--- src/rtl/noc_input_buffer_pkg.sv ---
// noc_input_buffer_pkg
//   Shared types and constants for the router input buffer.
//   - FLIT_W_DEF : default flit width
//   - flit_type_t: two-bit flit type held in the top bits of every flit
//   - state_t    : packet framing FSM states
//   - *_OFS      : field LSB positions, expressed as offsets down from FLIT_W
package noc_input_buffer_pkg;

  localparam int FLIT_W_DEF = 32;
  localparam int DRID_W     = 4;

  typedef enum logic [1:0] {
    FT_BODY   = 2'b00,
    FT_HEAD   = 2'b01,
    FT_TAIL   = 2'b10,
    FT_SINGLE = 2'b11
  } flit_type_t;

  typedef enum logic [1:0] {
    ST_IDLE   = 2'd0,
    ST_ROUTED = 2'd1,
    ST_BODY   = 2'd2
  } state_t;

  // Field LSB = FLIT_W - <offset>
  localparam int TYPE_OFS = 2;   // type   [FLIT_W-1 : FLIT_W-2]
  localparam int DX_OFS   = 6;   // drid_x [FLIT_W-3 : FLIT_W-6]
  localparam int DY_OFS   = 10;  // drid_y [FLIT_W-7 : FLIT_W-10]
  localparam int OB_OFS   = 11;  // outbound bit FLIT_W-11

  // Head and single flits both start a packet and carry route fields.
  function automatic logic opens_packet(input flit_type_t ft);
    return (ft == FT_HEAD) || (ft == FT_SINGLE);
  endfunction

endpackage

--- src/rtl/noc_input_buffer_flit_fifo.sv ---
// flit_fifo
//   Circular flit store with pointers, occupancy count and full/empty flags.
//   Ports:
//     clk, rst        : clock, synchronous active-high reset (pointers/count)
//     push, wr_data   : write request and data; honoured when not full, or
//                       when a pop happens in the same cycle
//     pop             : remove front entry (ignored when empty)
//     rd_data         : front entry (meaningless when empty)
//     full, empty     : occupancy flags
module flit_fifo #(
  parameter int W     = 32,
  parameter int DEPTH = 4
) (
  input  logic         clk,
  input  logic         rst,
  input  logic         push,
  input  logic [W-1:0] wr_data,
  input  logic         pop,
  output logic [W-1:0] rd_data,
  output logic         full,
  output logic         empty
);

  localparam int AW = $clog2(DEPTH);
  localparam logic [AW:0] FULL_COUNT = DEPTH[AW:0];

  logic [W-1:0]  mem [DEPTH];
  logic [AW-1:0] wr_ptr_reg, rd_ptr_reg;
  logic [AW:0]   count_reg;
  logic          do_push, do_pop;

  assign empty   = (count_reg == '0);
  assign full    = (count_reg == FULL_COUNT);
  assign do_pop  = pop && !empty;
  // A full FIFO still accepts when the front leaves in the same cycle.
  assign do_push = push && (!full || do_pop);

  // Front entry is read straight from the array: the FSM must inspect the
  // flit type in the same cycle it decides whether to pop.
  assign rd_data = mem[rd_ptr_reg];

  // Storage has no reset; stale contents are unreachable once pointers clear.
  always_ff @(posedge clk) begin
    if (do_push) begin
      mem[wr_ptr_reg] <= wr_data;
    end
  end

  always_ff @(posedge clk) begin
    if (rst) begin
      wr_ptr_reg <= '0;
      rd_ptr_reg <= '0;
      count_reg  <= '0;
    end else begin
      if (do_push) begin
        wr_ptr_reg <= wr_ptr_reg + 1'b1;
      end
      if (do_pop) begin
        rd_ptr_reg <= rd_ptr_reg + 1'b1;
      end
      case ({do_push, do_pop})
        2'b10:   count_reg <= count_reg + 1'b1;
        2'b01:   count_reg <= count_reg - 1'b1;
        default: count_reg <= count_reg;
      endcase
    end
  end

endmodule

--- src/rtl/noc_input_buffer.sv ---
// noc_input_buffer
//   Per-input-port flit buffer: FIFO storage, packet framing FSM, held route
//   fields for the current packet, credit return and sticky error flag.
//   Ports:
//     clk, rst          : clock, synchronous active-high reset
//     in_flit, in_valid : incoming link flit (no backpressure, credit based)
//     credit_out        : one-cycle pulse per freed slot, registered
//     out_flit          : front flit to crossbar
//     out_valid         : front flit may be consumed
//     out_ready         : consumer pops when out_valid && out_ready
//     drid_x, drid_y    : held destination of the current packet
//     outbound          : held outbound bit of the current packet
//     route_valid       : route fields valid
//     err               : sticky overflow / framing error
module noc_input_buffer
  import noc_input_buffer_pkg::*;
#(
  parameter int FLIT_W = FLIT_W_DEF,
  parameter int DEPTH  = 4
) (
  input  logic              clk,
  input  logic              rst,
  input  logic [FLIT_W-1:0] in_flit,
  input  logic              in_valid,
  output logic              credit_out,
  output logic [FLIT_W-1:0] out_flit,
  output logic              out_valid,
  input  logic              out_ready,
  output logic [3:0]        drid_x,
  output logic [3:0]        drid_y,
  output logic              outbound,
  output logic              route_valid,
  output logic              err
);

  localparam int TYPE_LSB = FLIT_W - TYPE_OFS;
  localparam int DX_LSB   = FLIT_W - DX_OFS;
  localparam int DY_LSB   = FLIT_W - DY_OFS;
  localparam int OB_BIT   = FLIT_W - OB_OFS;

  logic [FLIT_W-1:0] front;
  logic              full, empty;
  logic              push, pop;
  flit_type_t        front_type;

  state_t            state_reg, state_next;
  logic [3:0]        drid_x_reg, drid_x_next;
  logic [3:0]        drid_y_reg, drid_y_next;
  logic              outbound_reg, outbound_next;
  logic              credit_reg;
  logic              err_reg;
  logic              valid_comb;
  logic              frame_err;
  logic              overflow;

  flit_fifo #(
    .W     (FLIT_W),
    .DEPTH (DEPTH)
  ) u_fifo (
    .clk     (clk),
    .rst     (rst),
    .push    (push),
    .wr_data (in_flit),
    .pop     (pop),
    .rd_data (front),
    .full    (full),
    .empty   (empty)
  );

  assign front_type = flit_type_t'(front[FLIT_W-1:TYPE_LSB]);

  always_comb begin
    state_next    = state_reg;
    drid_x_next   = drid_x_reg;
    drid_y_next   = drid_y_reg;
    outbound_next = outbound_reg;
    valid_comb    = 1'b0;
    frame_err     = 1'b0;
    case (state_reg)
      ST_IDLE: begin
        if (!empty) begin
          if (opens_packet(front_type)) begin
            drid_x_next   = front[DX_LSB +: 4];
            drid_y_next   = front[DY_LSB +: 4];
            outbound_next = front[OB_BIT];
            state_next    = ST_ROUTED;
          end else begin
            // Orphan body/tail: discard it so the port cannot wedge.
            frame_err = 1'b1;
          end
        end
      end
      ST_ROUTED: begin
        // Front is the head/single flit the route fields came from.
        valid_comb = 1'b1;
        if (out_ready) begin
          if (front_type == FT_SINGLE) begin
            state_next    = ST_IDLE;
            drid_x_next   = '0;
            drid_y_next   = '0;
            outbound_next = 1'b0;
          end else begin
            state_next = ST_BODY;
          end
        end
      end
      ST_BODY: begin
        if (!empty) begin
          if (opens_packet(front_type)) begin
            // A new packet start inside a packet is dropped, not forwarded.
            frame_err = 1'b1;
          end else begin
            valid_comb = 1'b1;
            if (out_ready && (front_type == FT_TAIL)) begin
              state_next    = ST_IDLE;
              drid_x_next   = '0;
              drid_y_next   = '0;
              outbound_next = 1'b0;
            end
          end
        end
      end
      default: begin
        state_next    = ST_IDLE;
        drid_x_next   = '0;
        drid_y_next   = '0;
        outbound_next = 1'b0;
      end
    endcase
  end

  assign pop      = (valid_comb && out_ready) || frame_err;
  assign push     = in_valid;
  assign overflow = in_valid && full && !pop;

  always_ff @(posedge clk) begin
    if (rst) begin
      state_reg    <= ST_IDLE;
      drid_x_reg   <= '0;
      drid_y_reg   <= '0;
      outbound_reg <= 1'b0;
      credit_reg   <= 1'b0;
      err_reg      <= 1'b0;
    end else begin
      state_reg    <= state_next;
      drid_x_reg   <= drid_x_next;
      drid_y_reg   <= drid_y_next;
      outbound_reg <= outbound_next;
      credit_reg   <= pop;
      err_reg      <= err_reg | frame_err | overflow;
    end
  end

  assign out_flit    = front;
  assign out_valid   = valid_comb;
  assign credit_out  = credit_reg;
  assign drid_x      = drid_x_reg;
  assign drid_y      = drid_y_reg;
  assign outbound    = outbound_reg;
  assign route_valid = (state_reg != ST_IDLE);
  assign err         = err_reg;

endmodule

--- config.mk ---
export PLATFORM = sky130hd
export DESIGN_NAME = noc_input_buffer
export DESIGN_NICKNAME = d
export VERILOG_FILES = /design/src/rtl/noc_input_buffer_pkg.sv /design/src/rtl/noc_input_buffer_flit_fifo.sv /design/src/rtl/noc_input_buffer.sv
export SDC_FILE = /design/constraint.sdc
export NUM_CORES = 1
export LEC_CHECK = 0
export ABC_CLOCK_PERIOD_IN_PS = 9100
export BUFFER_PORTS_ARGS = -buffer_cell sky130_fd_sc_hd__buf_4
export CORE_MARGIN = 2
export CORE_UTILIZATION = 36
export DETAILED_ROUTE_END_ITERATION = 10
export GPL_TIMING_DRIVEN = 1
export REMOVE_ABC_BUFFERS = 1
export SETUP_SLACK_MARGIN = 0.1
export SLEW_MARGIN = 10
export SYNTH_ARGS = -nofsm -noshare
export SYNTH_HDL_FRONTEND = slang
export SYNTH_HIERARCHICAL = 1
export SYNTH_SLANG_ARGS = --single-unit
--- constraint.sdc ---
create_clock -name clk -period 9.1 [get_ports clk]
set_clock_uncertainty 0.15 [all_clocks]
set_input_delay 2.73 -clock clk [delete_from_list [all_inputs] [get_ports clk]]
set_output_delay 2.73 -clock clk [all_outputs]
set_load 0.01 [all_outputs]
==> flow_metrics.env, run 1 <==
export IMPL_htree_levels=4
export IMPL_ys_seq_elements=150
export IMPL_yosysSeqAreaShare_pct=73.5
export IMPL_rr_worst_depth=14
export IMPL_dp_hpwl_mm=6.51
export IMPL_via_per_inst=4.90
export IMPL_p_per_area_mw_per_mm2=282
export IMPL_rsz0062_at_grt="false"
export IMPL_tns_ns=0
export IMPL_area_growth_syn_to_layout_pct=22.6
export IMPL_cts_made_buffers=17
export IMPL_finalCritPeriodShare_pct=59.6
export IMPL_grt_total_usage_pct=13.0
export IMPL_required_ns=6.22
export IMPL_ctsResizeCount=0
export IMPL_pre_cts_ws_ns=4.06
export IMPL_io_buffers=80
export IMPL_first_pass_iters=4
export IMPL_place_congestion=0.796
export IMPL_drive_gt1_share_pct=39.0
export IMPL_async_flop_share_pct=0
export IMPL_cap_violations=0
export IMPL_drtAntennaViolNets=0
export IMPL_yosysMostFrequentCell="edfxtp_1"
export IMPL_synth_common_cells="edfxtp_1 (128), mux4_2 (32), dfxtp_1 (22)"
export IMPL_n_fill_cell=1385
export IMPL_initial_core_util_pct=36.8
export IMPL_hold_depth=2
export IMPL_core_mm2=0.0158
export IMPL_setup_ws_ns=3.68
export IMPL_cp_arrival_ns=2.54
export IMPL_dieArea_mm2=0.0172
export IMPL_path_clk_slew_ns=0.06
export IMPL_avgSynthCellArea_um2=19.8
export IMPL_synthTopCellsByArea="edfxtp_1 (66%), mux4_2 (12%), dfxtp_1 (7.6%), ha_1 (1.9%), a21oi_1 (1.1%)"
export IMPL_synthFlopType="edfxtp_1"
export IMPL_period_minus_slack_ns=5.42
export IMPL_nets=430
export IMPL_drc_errors=0
export IMPL_timing_fmax_mhz=184
export IMPL_setup_violations=0
export IMPL_worstPathCellList="buf_4 -> mux4_2 -> nor3b_1 -> o21a_1 -> buf_4"
export IMPL_route_detailed_wl_per_inst_um=17.4
export IMPL_drtIter0Drc=223
export IMPL_die_x_um=131
export IMPL_total_power_w=0.00202
export IMPL_grt_pass1_vias=3111
export IMPL_overflow=0
export IMPL_slowest_delay_ns=0.70
export IMPL_vias=3004
export IMPL_insertion_delay_ns=0.41
export IMPL_cts_hold_buf=0
export IMPL_maxSlewHeadroom_pct=38.3
export IMPL_start_kind="register"
export IMPL_hold_violations=0
export IMPL_grt_pass1_wl_mm=17.0
export IMPL_run_status="finished clean"
export IMPL_end_kind="primary output"
export IMPL_synth_top_area_share_pct=65.9
export IMPL_num_rows=46
export IMPL_die_y_um=131
export IMPL_multi_input_area_mm2=0.00140
export IMPL_slew_violations=0
export IMPL_slowest_stage="mux4_2"
export IMPL_largest_reg_flops=128
export IMPL_synth_cells=295
export IMPL_antenna_found_initial=0
export IMPL_numClockSinks=150
export IMPL_p_leak_nw=2.46
export IMPL_post_cts_buffers=0
export IMPL_critical_path_class="reg2out"
export IMPL_max_vdd_ir_drop_uv=143
export IMPL_synthesis_area_mm2=0.00583
export IMPL_worst_path_max_fanout=32
export IMPL_stdcell_count=613
export IMPL_critical_path_top_cell_by_count="buf_4"
export IMPL_timing_worst_slew_pin_value_ns=0.926
export IMPL_synth_largest_area_cell="edfxtp_1"
export IMPL_place_inst=581
export IMPL_cts_tree="done"
export IMPL_clockRootBuffer="clkbuf_16"
export IMPL_ys_warn_count=6
export IMPL_diodes=0
export IMPL_clk_path_buf_depth=2
export IMPL_hold_class="reg2reg"
export IMPL_grt_max_degree=33
export IMPL_synth_cell_types=40
export IMPL_ios=81
export IMPL_routed_wl_mm=10.7
export IMPL_synth_edf_count=128
export IMPL_regArea_mm2=0.00429
-- metrics by stage --
stage | instance area [um2] | hold slack [ns] | utilization, %
global route | 7150 | 0.356 | 45.1
CTS | 7150 | 0.324 | 45.1
floorplan | 5720 | 0.302 | -
detailed placement | 6610 | 0.316 | 41.7
finish | 7150 | 0.323 | 45.1
global placement | 6610 | 0.313 | 41.7
-- path summary, 6_finish.rpt --
path | from | to | slack [ns]
worst min-delay path | err | err | 0.32
worst min register to register | err | err | 0.32
worst max register to register | register | u_fifo/count_reg[2] | 4.97
worst max-delay path | register | out_valid | 3.68
-- cell usage in the layout, fill, tap and decap left out, drive strengths merged, types with 4 or more instances in the layout --
| cell | synthesis | layout |
|---|---|---|
| and2 | 4 | 4 |
| clkinv | 0 | 5 |
| clkbuf | 3 | 21 |
| buf | 8 | 81 |
| edfxtp | 128 | 128 |
| dfxtp | 22 | 22 |
| ha | 9 | 9 |
| o21ai | 12 | 12 |
| inv | 12 | 15 |
| nand4 | 9 | 9 |
| nor2 | 10 | 10 |
| a21oi | 13 | 13 |
| mux4 | 32 | 32 |
-- cell type report --
cell class | instances | area share (%)
timing repair buffer | 81 | 8.51
inverter | 12 | 0.630
sequential | 150 | 60.0
clock inverter | 11 | 1.40
clock buffer | 21 | 6.16
multi-input combinational | 122 | 19.5
tap | 216 | 3.78
-- metal layers --
layer | track usage (%) | up-vias | share of wire (%)
met5 | 0 | - | 0
met4 | 4.17 | 0 | 0.94
met3 | 4.24 | 10 | 5.8
met2 | 20.4 | 104 | 47
met1 | 17.3 | 1530 | 46
li1 | - | 1360 | -
-- critical path, delay by kind of cell (launching register included) --
| family | cells | cell delay (ns) |
|---|---|---|
| multiplexers | 1 | 0.70 |
| AO/OA/AOI/OAI | 1 | 0.17 |
| AND/OR/NAND/NOR | 1 | 0.31 |
| flip-flops | 1 | 0.31 |
| buffers and inverters | 2 | 0.63 |
-- power breakdown --
part / switching (W) / total [W] / internal, W / leakage [nW]
clock: 0.000263 / 0.000639 / 0.000376 / 0.260
sequential: 0.0000301 / 0.000857 / 0.000826 / 1.36
combinational: 0.000281 / 0.000522 / 0.000241 / 0.843
-- kinds of logic (layout without fill, tap and decap cells) --
kind of cell / count (synthesis) / after routing / synth area share (%)
flip-flops: 150 / 150 / 73.5
adder cells (fa/ha/maj): 10 / 10 / 2.28
multiplexers: 36 / 36 / 13.1
AO/OA/AOI/OAI: 37 / 37 / 4.46
buffers and inverters: 23 / 125 / 2.58
XOR/XNOR: 3 / 3 / 0.451
AND/OR/NAND/NOR: 36 / 36 / 3.61
(Power assumes the default switching activity.)
==> inputs of run 2 (changes only) <==
--- a/config.mk
+++ b/config.mk
@@ -5,7 +5,7 @@
 export SDC_FILE = /design/constraint.sdc
 export NUM_CORES = 1
 export LEC_CHECK = 0
-export ABC_CLOCK_PERIOD_IN_PS = 9100
+export ABC_CLOCK_PERIOD_IN_PS = 5200
 export BUFFER_PORTS_ARGS = -buffer_cell sky130_fd_sc_hd__buf_4
 export CORE_MARGIN = 2
 export CORE_UTILIZATION = 36
==> constraint.sdc (replaced) <==
create_clock -name clk -period 5.2 [get_ports clk]
set_clock_uncertainty 0.15 [all_clocks]
set_input_delay 1.56 -clock clk [delete_from_list [all_inputs] [get_ports clk]]
set_output_delay 1.56 -clock clk [all_outputs]
set_load 0.01 [all_outputs]
==> run 2 against run 1 <==
Compared with the run above: sequential power up 75%; hold slack improved by 0.0042 ns; core utilization increased by 0.17 points; worst setup slack lost 2.4 ns; non-clock buffer count increased by 1; clock power up 82%; largest power group unchanged.
==> flow_metrics.env, run 2 (synthesis results as in run 1) <==
export IMPL_io_buffers=80
export IMPL_r2r_end="u_fifo/count_reg[2]"
export IMPL_dieArea_mm2=0.0172
export IMPL_insertion_delay_ns=0.41
export IMPL_place_congestion=0.816
export IMPL_cpLargestDelayFamily="buffers and inverters"
export IMPL_worstPathCellList="buf_4 -> mux4_2 -> nor3b_1 -> o21a_1 -> buf_4"
export IMPL_end_kind="primary output"
export IMPL_htree_levels=4
export IMPL_num_rows=46
export IMPL_drtAntennaViolNets=0
export IMPL_postLayoutCellArea_mm2=0.00717
export IMPL_ios=81
export IMPL_grt_max_degree=33
export IMPL_cts_hold_buf=0
export IMPL_numClockSinks=150
export IMPL_hold_class="reg2reg"
export IMPL_overflow=0
export IMPL_dp_hpwl_mm=6.73
export IMPL_vias=3016
export IMPL_ctsResizeCount=0
export IMPL_slowest_delay_ns=0.51
export IMPL_min_from="drid_x[3]"
export IMPL_run_status="finished clean"
export IMPL_critical_path_class="reg2out"
export IMPL_hold_violations=0
export IMPL_worst_path_buf_inv=2
export IMPL_critical_path_top_cell_by_count="buf_4"
export IMPL_final_cell_mix="edfxtp_1 (128), buf_4 (82), mux4_2 (32)"
export IMPL_die_y_um=131
export IMPL_tns_ns=0
export IMPL_rsz0062_at_grt="false"
export IMPL_min_to="drid_x[3]"
export IMPL_worst_path_max_fanout=32
export IMPL_initial_core_util_pct=36.8
export IMPL_slowest_stage="mux4_2"
export IMPL_cp_arrival_ns=2.22
export IMPL_path_clk_slew_ns=0.06
export IMPL_grt_pass1_wl_mm=17.5
export IMPL_required_ns=3.49
export IMPL_timing_fmax_mhz=254
export IMPL_nets=431
export IMPL_antenna_found_initial=0
export IMPL_final_core_util_pct=45.3
export IMPL_setup_violations=0
export IMPL_grt_total_usage_pct=13.4
export IMPL_rrSetupSlack_ns=1.41
export IMPL_period_minus_slack_ns=3.93
export IMPL_drtIter0Drc=209
export IMPL_slew_violations=0
export IMPL_maxSlewHeadroom_pct=34.8
export IMPL_timing_worst_slew_pin_value_ns=0.971
export IMPL_grt_pass1_vias=3165
export IMPL_placed_area_mm2=0.00661
export IMPL_p_per_area_mw_per_mm2=499
export IMPL_via_per_inst=4.93
export IMPL_cts_made_buffers=17
export IMPL_largest_reg_flops=128
export IMPL_drive_gt1_share_pct=39.6
export IMPL_hold_depth=2
export IMPL_routed_wl_mm=10.9
export IMPL_drc_errors=0
export IMPL_cap_violations=0
export IMPL_post_cts_buffers=0
export IMPL_layout_commonest_cell="edfxtp_1"
export IMPL_finalCritPeriodShare_pct=75.6
export IMPL_route_detailed_wl_per_inst_um=17.9
export IMPL_max_vdd_ir_drop_uv=270
export IMPL_p_leak_nw=2.48
export IMPL_area_growth_syn_to_layout_pct=23.0
export IMPL_clockRootBuffer="clkbuf_16"
export IMPL_clk_path_buf_depth=2
export IMPL_core_mm2=0.0158
export IMPL_rr_worst_depth=14
export IMPL_start_kind="register"
export IMPL_diodes=0
export IMPL_cts_tree="done"
export IMPL_die_x_um=131
export IMPL_first_pass_iters=4
[run 2: cell count changes in the layout (fill, tap and decap cells not counted), sizes merged]
cell      before  now
buf           81   82
bufinv         1    2
clkbuf        21   17
clkinvlp       2    1
clkinv         5    8
inv           15   14
[run 2: worst max-delay path by stage]
stage               startpoint                   to  slack, ns  cells after the start
floorplan             register  u_fifo/count_reg[2]       0.65                     12
global placement      register     u_fifo/mem[1][3]       1.50                      8
detailed placement    register     u_fifo/mem[1][3]       1.41                      8
CTS                   register            out_valid       1.23                      5
global route          register            out_valid       1.14                      5
finish                register            out_valid       1.27                      5
[run 2: area by class of cell]
cell class	instances	area (um2)
Clock inverter	13	134
Sequential cell	150	4290
Tap cell	216	270
Multi-Input combinational cell	122	1400
Fill cell	1391	8660
Timing Repair Buffer	82	616
Inverter	12	45.0
Clock buffer	17	425
[run 2: worst min-delay path: stages (launching register included)]
cell and delay, ns:
dfxtp_1 0.30, o21ai_0 0.07, a21oi_1 0.06
[run 2: layer usage]
metal  wire (um)  vias up  GRT usage [%]  part of all wire, %
met4         162        0           4.53                  1.5
met5           0        -              0                    0
li1            -     1364              -                    -
met2        5150       95           20.4                   47
met3         644       17           4.59                  5.9
met1        4970     1540           18.1                   45
[run 2: metrics by stage]
stage	instances	power, W	setup slack, ns	hold slack, ns
floorplan	284	0.00209	0.649	0.302
global placement	582	0.00244	1.50	0.312
detailed placement	582	0.00246	1.41	0.321
CTS	612	0.00362	1.23	0.329
global route	612	0.00376	1.14	0.378
finish	612	0.00358	1.27	0.327
[run 2: power breakdown]
group | leakage [nW] | switching [W] | total [W] | internal (W)
logic | 0.848 | 0.000501 | 0.000922 | 0.000421
registers | 1.36 | 0.0000508 | 0.00150 | 0.00145
clock network | 0.274 | 0.000459 | 0.00116 | 0.000698
total | 2.48 | 0.00101 | 0.00358 | 0.00257
==> inputs of run 3 (changes only) <==
--- a/config.mk
+++ b/config.mk
@@ -5,7 +5,7 @@
 export SDC_FILE = /design/constraint.sdc
 export NUM_CORES = 1
 export LEC_CHECK = 0
-export ABC_CLOCK_PERIOD_IN_PS = 5200
+export ABC_CLOCK_PERIOD_IN_PS = 3750
 export BUFFER_PORTS_ARGS = -buffer_cell sky130_fd_sc_hd__buf_4
 export CORE_MARGIN = 2
 export CORE_UTILIZATION = 36
==> constraint.sdc (replaced) <==
create_clock -name clk -period 3.75 [get_ports clk]
set_clock_uncertainty 0.15 [all_clocks]
set_input_delay 1.125 -clock clk [delete_from_list [all_inputs] [get_ports clk]]
set_output_delay 1.125 -clock clk [all_outputs]
set_load 0.01 [all_outputs]
==> run 3 against run 2 <==
Compared with the run above: critical path depth up 7; register-to-register slack worse by 1.1 ns; hold slack worse by 0.0025 ns; first-iteration DRC count down 43%; final cell count up 1.5%; via count up 0.20%; largest power group unchanged; routed wire length up 1.6%; non-clock buffer count up 7; count of clock-buffer cells in the layout up 1.
==> flow_metrics.env, run 3 (synthesis results as in run 1) <==
export IMPL_rr_worst_depth=12
export IMPL_hold_depth=2
export IMPL_via_per_inst=4.87
export IMPL_largest_reg_flops=128
export IMPL_timing_fmax_mhz=290
export IMPL_rrSetupSlack_ns=0.30
export IMPL_min_from="drid_x[1]"
export IMPL_vias=3022
export IMPL_numClockSinks=150
export IMPL_die_y_um=131
export IMPL_cap_violations=0
export IMPL_grt_pass1_wl_mm=17.5
export IMPL_worstPathCellList="mux4_2 -> or2b_2 -> a21oi_1 -> nand2b_1 -> o31ai_1 -> inv_1 -> ha_1 -> inv_1 -> fa_1 -> xor2_1 -> or3_2 -> a21oi_1"
export IMPL_overflow=0
export IMPL_final_core_util_pct=46.1
export IMPL_pre_cts_ws_ns=0.333
export IMPL_cts_made_buffers=17
export IMPL_first_pass_iters=4
export IMPL_slew_violations=0
export IMPL_maxSlewHeadroom_pct=57.0
export IMPL_rsz0062_at_grt="false"
export IMPL_worst_path_max_fanout=8
export IMPL_diodes=0
export IMPL_post_cts_buffers=0
export IMPL_p_clk_share_pct=33.2
export IMPL_hold_violations=0
export IMPL_htree_levels=4
export IMPL_p_per_area_mw_per_mm2=693
export IMPL_p_int_w=0.00366
export IMPL_worst_path_stages=12
export IMPL_setup_violations=0
export IMPL_stdcell_count=621
export IMPL_path_clk_slew_ns=0.06
export IMPL_required_ns=3.95
export IMPL_cpLargestDelayFamily="simple AND/OR/NAND/NOR gates"
export IMPL_end_kind="register"
export IMPL_routed_wl_mm=11.1
export IMPL_drive_gt1_share_pct=40.2
export IMPL_clockRootBuffer="clkbuf_16"
export IMPL_ctsResizeCount=0
export IMPL_cp_arrival_ns=3.65
export IMPL_setup_ws_ns=0.298
export IMPL_drtIter0Drc=119
export IMPL_place_congestion=0.760
export IMPL_max_vdd_ir_drop_uv=349
export IMPL_netSwitchingPower_w=0.00140
export IMPL_route_detailed_wl_per_inst_um=17.9
export IMPL_slowest_delay_ns=0.61
export IMPL_start_kind="register"
export IMPL_combPwrFrac_pct=25.7
export IMPL_worst_path_buf_inv=2
export IMPL_initial_core_util_pct=36.8
export IMPL_period_minus_slack_ns=3.45
export IMPL_nets=438
export IMPL_area_growth_syn_to_layout_pct=25.0
export IMPL_grt_max_degree=32
export IMPL_ios=81
export IMPL_min_to="drid_x[1]"
export IMPL_io_buffers=80
export IMPL_tns_ns=0
export IMPL_die_x_um=131
export IMPL_place_inst=589
export IMPL_hold_ws_ns=0.324
export IMPL_timing_worst_slew_pin_value_ns=0.645
export IMPL_p_leak_nw=2.53
export IMPL_cts_tree="done"
export IMPL_seqPwrFrac_pct=41.1
export IMPL_num_rows=46
export IMPL_core_mm2=0.0158
export IMPL_r2r_end="u_fifo/count_reg[2]"
export IMPL_antenna_found_initial=0
export IMPL_drc_errors=0
export IMPL_grt_pass1_vias=3235
export IMPL_clk_path_buf_depth=2
export IMPL_critical_path_class="reg2reg"
export IMPL_cts_hold_buf=0
export IMPL_run_status="finished clean"
export IMPL_final_cell_mix="edfxtp_1 (128), buf_4 (86), mux4_2 (32)"
export IMPL_hold_class="reg2reg"
export IMPL_p_sw_share_pct=27.6
export IMPL_dieArea_mm2=0.0172
export IMPL_layout_commonest_cell="edfxtp_1"
export IMPL_slowest_stage="mux4_2"
export IMPL_grt_total_usage_pct=13.5
export IMPL_dp_hpwl_mm=7.10
export IMPL_drtAntennaViolNets=0
export IMPL_finalCritPeriodShare_pct=92.0
export IMPL_insertion_delay_ns=0.41
run 3: changes by cell type in the layout (fill, tap and decap cells not counted), sizes merged:
| cell | change |
|---|---|
| buf | +7 |
| clkbuf | +1 |
| bufinv | +1 |
run 3: power by group through the flow:
stage               sequential [W]  combinational (W)  clock, W
floorplan                  0.00217           0.000724         0
global placement           0.00210            0.00130         0
detailed placement         0.00211            0.00132         0
CTS                        0.00208            0.00133   0.00171
global route               0.00209            0.00143   0.00178
finish                     0.00208            0.00130   0.00168
run 3: tightest hold or removal path: cells and delay by family, from the launching register on:
kind | cells | cell delay, ns
flops | 1 | 0.31
compound gates | 2 | 0.12
run 3: stage by stage:
step | total power, W | cell area [um2]
3_3_place_gp | 0.00341 | 6700
2_1_floorplan | 0.00289 | 5720
5_1_grt | 0.00530 | 7290
4_1_cts | 0.00512 | 7290
6_report | 0.00505 | 7290
3_5_place_dp | 0.00343 | 6700
run 3: layout make-up:
type                       instances  area [um2]
clock buffer                      18         429
multi-input combinational        122        1400
inverter                          12        45.0
tap                              216         270
clock inverter                    14         158
sequential                       150        4290
fill                            1367        8540
timing repair buffer              89         706
run 3: per-layer routing:
metal	routed length [um]	vias to the layer above	track usage, %
met3	663	12	5.32
met5	0	-	0
met2	5370	85	21.4
met4	126	0	4.47
li1	-	1375	-
met1	4940	1550	16.9
run 3: how the worst max path moves through the flow:
stage                      start                  end  slack (ns)
6_report                register  u_fifo/count_reg[2]        0.30
5_1_grt             state_reg[0]  u_fifo/count_reg[2]        0.15
4_1_cts                 register         out_flit[26]        0.27
3_5_place_dp   u_fifo/mem[2][30]  u_fifo/count_reg[2]        0.33
3_3_place_gp            register  u_fifo/count_reg[2]        0.42
2_1_floorplan           register  u_fifo/count_reg[2]       -0.80
